**config.mk**
```make
export PLATFORM = sky130hd
export DESIGN_NAME = dmi_arbiter
export DESIGN_NICKNAME = d
export VERILOG_FILES = /design/src/rtl/dmi_arbiter.sv
export SDC_FILE = /design/constraint.sdc
export NUM_CORES = 1
export LEC_CHECK = 0
export ABC_CLOCK_PERIOD_IN_PS = 4600
export CORE_MARGIN = 2
export CORE_UTILIZATION = 44
export DETAILED_ROUTE_END_ITERATION = 8
export PLACE_DENSITY = 0.86
export SYNTH_ARGS = -nofsm -noshare
export SYNTH_HDL_FRONTEND = slang
export SYNTH_SLANG_ARGS = --single-unit
export TNS_END_PERCENT = 30
```
**constraint.sdc**
```tcl
create_clock -name jtag_tck_i -period 4.6 [get_ports jtag_tck_i]
set_clock_uncertainty 0.05 [all_clocks]
set_input_delay 1.15 -clock jtag_tck_i [delete_from_list [all_inputs] [get_ports jtag_tck_i]]
set_output_delay 1.15 -clock jtag_tck_i [all_outputs]
set_load 0.1 [all_outputs]
```
**src/rtl/dmi_arbiter.sv**
```systemverilog
// Two-requester DMI arbiter between the JTAG DTM (m0) and a secondary debug
// master (m1). The two requesters take turns when both are waiting. Each side
// uses a four-phase req/ack handshake. A transaction with no downstream ack
// ends in a timeout failure.
module dmi_arbiter #(
    parameter int unsigned TIMEOUT = 64,
    parameter int unsigned ADDR_W  = 32,
    parameter int unsigned DATA_W  = 32
) (
    input  logic              jtag_tck_i,
    input  logic              jtag_trstn_i,

    input  logic              m0_req_i,
    input  logic [ADDR_W-1:0] m0_addr_i,
    input  logic [DATA_W-1:0] m0_wdata_i,
    input  logic              m0_we_i,
    output logic              m0_ack_o,
    output logic [1:0]        m0_op_o,
    output logic [DATA_W-1:0] m0_rdata_o,
    output logic              m0_rdata_valid_o,

    input  logic              m1_req_i,
    input  logic [ADDR_W-1:0] m1_addr_i,
    input  logic [DATA_W-1:0] m1_wdata_i,
    input  logic              m1_we_i,
    output logic              m1_ack_o,
    output logic [1:0]        m1_op_o,
    output logic [DATA_W-1:0] m1_rdata_o,
    output logic              m1_rdata_valid_o,

    output logic              dmi_req_o,
    output logic [ADDR_W-1:0] dmi_addr_o,
    output logic [DATA_W-1:0] dmi_wdata_o,
    output logic              dmi_we_o,
    input  logic              dmi_ack_i,
    input  logic [1:0]        dmi_op_i,
    input  logic [DATA_W-1:0] dmi_rdata_i,
    input  logic              dmi_rdata_valid_i,

    output logic [1:0]        grant_o,
    output logic              timeout_o
);

    localparam logic [7:0] TimeoutLast = 8'(TIMEOUT - 1);
    localparam logic [1:0] OpFailed    = 2'd2;

    typedef enum logic [1:0] {StIdle, StReq, StResp} state_e;

    state_e                  state_q, state_d;
    logic                    last_q, last_d;    // 0: m0 was served last, 1: m1
    logic                    owner_q, owner_d;
    logic [7:0]              cnt_q, cnt_d;
    logic                    dmi_req_q, dmi_req_d;
    logic [ADDR_W-1:0]       dmi_addr_q, dmi_addr_d;
    logic [DATA_W-1:0]       dmi_wdata_q, dmi_wdata_d;
    logic                    dmi_we_q, dmi_we_d;
    logic [1:0]              grant_q, grant_d;
    logic                    timeout_q, timeout_d;
    logic [1:0]              ack_q, ack_d;
    logic [1:0][1:0]         op_q, op_d;
    logic [1:0][DATA_W-1:0]  rdata_q, rdata_d;
    logic [1:0]              rvalid_q, rvalid_d;

    logic sel;
    logic owner_req;

    // Requester picked in IDLE: alternate when both wait, otherwise the only one.
    always_comb begin
        if (m0_req_i && m1_req_i) begin
            sel = ~last_q;
        end else begin
            sel = m1_req_i;
        end
        owner_req = owner_q ? m1_req_i : m0_req_i;
    end

    // Next-state and next-output logic for the handshake FSM.
    always_comb begin
        state_d     = state_q;
        last_d      = last_q;
        owner_d     = owner_q;
        cnt_d       = cnt_q;
        dmi_req_d   = dmi_req_q;
        dmi_addr_d  = dmi_addr_q;
        dmi_wdata_d = dmi_wdata_q;
        dmi_we_d    = dmi_we_q;
        grant_d     = grant_q;
        timeout_d   = 1'b0;
        ack_d       = ack_q;
        op_d        = op_q;
        rdata_d     = rdata_q;
        rvalid_d    = rvalid_q;

        unique case (state_q)
            StIdle: begin
                if ((m0_req_i || m1_req_i) && !dmi_ack_i) begin
                    state_d     = StReq;
                    owner_d     = sel;
                    last_d      = sel;
                    cnt_d       = 8'd0;
                    dmi_req_d   = 1'b1;
                    dmi_addr_d  = sel ? m1_addr_i  : m0_addr_i;
                    dmi_wdata_d = sel ? m1_wdata_i : m0_wdata_i;
                    dmi_we_d    = sel ? m1_we_i    : m0_we_i;
                    grant_d     = sel ? 2'b10 : 2'b01;
                end
            end
            StReq: begin
                // An ack arriving on the expiry cycle still wins over the timeout.
                if (dmi_ack_i) begin
                    state_d           = StResp;
                    dmi_req_d         = 1'b0;
                    ack_d[owner_q]    = 1'b1;
                    op_d[owner_q]     = dmi_op_i;
                    rdata_d[owner_q]  = dmi_rdata_i;
                    rvalid_d[owner_q] = dmi_rdata_valid_i;
                end else if (cnt_q == TimeoutLast) begin
                    state_d           = StResp;
                    dmi_req_d         = 1'b0;
                    ack_d[owner_q]    = 1'b1;
                    op_d[owner_q]     = OpFailed;
                    rdata_d[owner_q]  = '0;
                    rvalid_d[owner_q] = 1'b0;
                    timeout_d         = 1'b1;
                end else if (cnt_q != 8'hff) begin
                    cnt_d = cnt_q + 8'd1;
                end
            end
            StResp: begin
                // Waiting for dmi_ack_i low also swallows a late ack after a timeout.
                if (!owner_req && !dmi_ack_i) begin
                    state_d  = StIdle;
                    grant_d  = 2'b00;
                    ack_d    = '0;
                    op_d     = '0;
                    rdata_d  = '0;
                    rvalid_d = '0;
                end
            end
            default: state_d = StIdle;
        endcase
    end

    // State and registered outputs; reset clears everything and favours m0 first.
    always_ff @(posedge jtag_tck_i or negedge jtag_trstn_i) begin
        if (!jtag_trstn_i) begin
            state_q     <= StIdle;
            last_q      <= 1'b1;
            owner_q     <= 1'b0;
            cnt_q       <= 8'd0;
            dmi_req_q   <= 1'b0;
            dmi_addr_q  <= '0;
            dmi_wdata_q <= '0;
            dmi_we_q    <= 1'b0;
            grant_q     <= 2'b00;
            timeout_q   <= 1'b0;
            ack_q       <= '0;
            op_q        <= '0;
            rdata_q     <= '0;
            rvalid_q    <= '0;
        end else begin
            state_q     <= state_d;
            last_q      <= last_d;
            owner_q     <= owner_d;
            cnt_q       <= cnt_d;
            dmi_req_q   <= dmi_req_d;
            dmi_addr_q  <= dmi_addr_d;
            dmi_wdata_q <= dmi_wdata_d;
            dmi_we_q    <= dmi_we_d;
            grant_q     <= grant_d;
            timeout_q   <= timeout_d;
            ack_q       <= ack_d;
            op_q        <= op_d;
            rdata_q     <= rdata_d;
            rvalid_q    <= rvalid_d;
        end
    end

    assign m0_ack_o         = ack_q[0];
    assign m0_op_o          = op_q[0];
    assign m0_rdata_o       = rdata_q[0];
    assign m0_rdata_valid_o = rvalid_q[0];
    assign m1_ack_o         = ack_q[1];
    assign m1_op_o          = op_q[1];
    assign m1_rdata_o       = rdata_q[1];
    assign m1_rdata_valid_o = rvalid_q[1];
    assign dmi_req_o        = dmi_req_q;
    assign dmi_addr_o       = dmi_addr_q;
    assign dmi_wdata_o      = dmi_wdata_q;
    assign dmi_we_o         = dmi_we_q;
    assign grant_o          = grant_q;
    assign timeout_o        = timeout_q;

endmodule

```
==> impl_results.md <==
* Cts bufs inserted at 17
* H-tree levels at 4
* Run status: finished, final reports clean
* Critical Path Stages at 1
* Vias per cell at about 5.4
* Hold Worst Slack at ~0.43 ns
* P&R area growth vs syn at 60.33%
* Period minus WS final at ~3.2 ns
* Worst r2r path cells at 6
* CTS tree: yes
* # Post-CTS Setup Buffers at 0
* Commonest non-fill, non-tap cell in the layout: clkdlybuf4s50_1
* Die area at about 16,000 µm²
* CTS Buffer Depth at 2
* Worst-Margin Slew at approximately 1.1 ns
* Max-Cap Viols at 0
* EDFF count, synth at 0
* Antenna cells at 0
* Hpwl dp at between 10,000 and 15,000 µm
* Die width at 125.7 µm
* Total track usage at 26.40%
* Commonest non-fill, non-tap cells in the layout: 309 x clkdlybuf4s50_1, 152 x dfrtp_1, 74 x nand2_1, 74 x o21ai_0
* Area fraction of the dominant cell type after synthesis at 58.39%
* Crit path buffers/inverters at 1
* Syn_nets at between 700 and 800
* Top delay family on crit path: buffers and inverters
* Largest net degree at the start of global routing at between 100 and 150
* CP Class: flip-flop to output pin
* Slew HR at 27.93%
* Grt ovf at 0
* FP Rows at 44
* Synth area leader: dfrtp_1
* Later-pin clock latency in the skew report at between 0.4 and 0.5 ns
* CP peak stage delay at 1.16 ns
* Cells along the critical path: clkdlybuf4s50_1
* Initial antenna violation count at 0
* Hold depth at 2
* Hold Vio Cnt, Final at 0
* Syn Std Cell Area at around 6500 µm²
* # IOs at ~310
* Hold Path Class: flip-flop to flip-flop
* Synthesis-stage register bit count at ~150
* Die Ht at around 130 µm
* Ys flop type: dfrtp_1
* Multi-input gate area at around 2500 µm²
* Crit Path Max Fanout at 2
* # port buffers at between 300 and 400
* Critical path endpoint category: output pin
* First-pass GRT wire length at 32,460 µm
* CTS root buffer: clkbuf_16
* Routed wire per std cell at 19.96 µm
* Clock Pin Slew Worst Setup and Hold Paths at 0.06 ns
* DRC viols at 0
* RSZ-0062 raised after global routing: no
* Highest clock rate at 0.3124 GHz
* Setup violators final at 0
* Syn Area/Cell at ~12 µm²
* CP Data Arrival Time at 2.00 ns
* Initial Util at between 40% and 50%
* Final TNS setup at 0 ns
* Worst setup SP type: flip-flop
* Yosys warns at 0
* CTS Hold Bufs at 0
* Fillers at around 950
* Total length of routed wires at around 21,000 µm
* Async S/R FF share, synth at 100.0%
* Slowest stage cell, crit path: clkdlybuf4s50_1
* Tcrit/Tclk final at a little over two thirds
* Resized Gates After CTS at 0
* Final Net Count at between 1,000 and 1,500
* Final GP Congestion at about 0.89
* Req. time, crit path at 3.40 ns
* Count of cell types in the netlist at 44
* Ranking of synthesized cells by area: dfrtp_1 58%, a22o_2 10%, mux2i_1 10%
* Vias at between 5,000 and 6,000
* DR pass1 iterations at 5
* Post-DRT Antenna Nets at 0
* Clk sinks at approximately 150
* Syn Inst Count at 540
* Vias in the first global route at 6,009
* Slew Limit Fails at 0
* Register area at ~3800 µm²
* DRT iter0 DRCs at between 300 and 400
* Share of post-route cells with drive strength above 1 at between 10% and 20%
* Sequential share of the synthesized area at about three fifths
* CORE AREA at approximately 14,000 µm²
==> final cells by class <==
class,count,share of cell area (%)
sequential,153,36.67
timing repair buffer,321,30.75
multi-input combinational,345,23.77
clock buffer,17,4.073
clock inverter,15,2.384
tap,184,2.204
inverter,4,0.1438
==> final timing paths <==
check / start / endpoint / slack [ns]
hold / removal: dmi_wdata_o[31] / dmi_wdata_o[31] / 0.43
hold reg to reg: dmi_wdata_o[31] / dmi_wdata_o[31] / 0.43
max in group asynchronous: jtag_trstn_i / dmi_addr_o[17] / 2.95
min in group asynchronous: jtag_trstn_i / m1_rdata_o[20] / 0.72
setup / recovery: m1_rdata_o[16] / m1_rdata_o[16] / 1.40
setup reg to reg: cnt_q[0] / m0_rdata_o[0] / 2.15
==> layer usage <==
layer,vias up,part of all wire (%),track usage (%)
met4,0,3.2,10.65
met2,300,49,44.10
li1,2563,-,-
met1,2738,38,30.65
met3,47,9.9,10.24
met5,-,0,0
==> state kept, by name, summed over array words and instances (netlist names), 8 cells and up <==
name / flops
dmi_addr_o: 32
dmi_wdata_o: 32
cnt_q: 8
m0_rdata_o: 32
m1_rdata_o: 32
==> worst register-to-register path, cell delays in order (launching register included) <==
cell and delay (ns):
dfrtp_1 0.44, ha_1 0.25, nand3_1 0.30, nor4_4 0.58
o32ai_4 0.16, buf_4 0.28, a22o_2 0.29
==> Yosys cell counts (all sizes together) (2+ instances only) <==
master / n
inv: 4
o22ai: 2
nand2b: 2
dlygate4sd1: 2
buf: 19
o32ai: 2
nand3b: 2
o21ai: 75
nor3: 6
nor4: 2
nand3: 8
dfrtp: 152
nor2: 8
a21oi: 2
mux2i: 65
a22o: 72
clkbuf: 17
or3b: 2
and3: 3
a31oi: 3
nand2: 74
a21o: 2
o31ai: 2
o2bb2ai: 2
==> through the flow <==
stage / cells / cell area, µm² / util (%) / worst slack (ns)
finish: 1039 / 10440 / 72.13 / 1.399
global route: 1039 / 10440 / 72.13 / 1.287
CTS: 1039 / 10440 / 72.13 / 1.399
detailed placement: 1007 / 9769 / 67.47 / 1.064
global placement: 1007 / 9769 / 67.47 / 1.164
floorplan: 540 / 6514 / - / 1.861
==> cells by family after synthesis <==
family / synth area share [%]
and+or+nand+nor: 7.895
buffers and inverters: 3.784
xor gates and xnor gates: 0.1345
AOI/OAI and AO/OA: 19.04
muxes: 10.16
adders and majority gates: 0.1921
DFF: 58.80
Power is left out: the tool's default activity adds up to more than one toggle a clock period on the data nets, which glitch-free logic cannot reach.
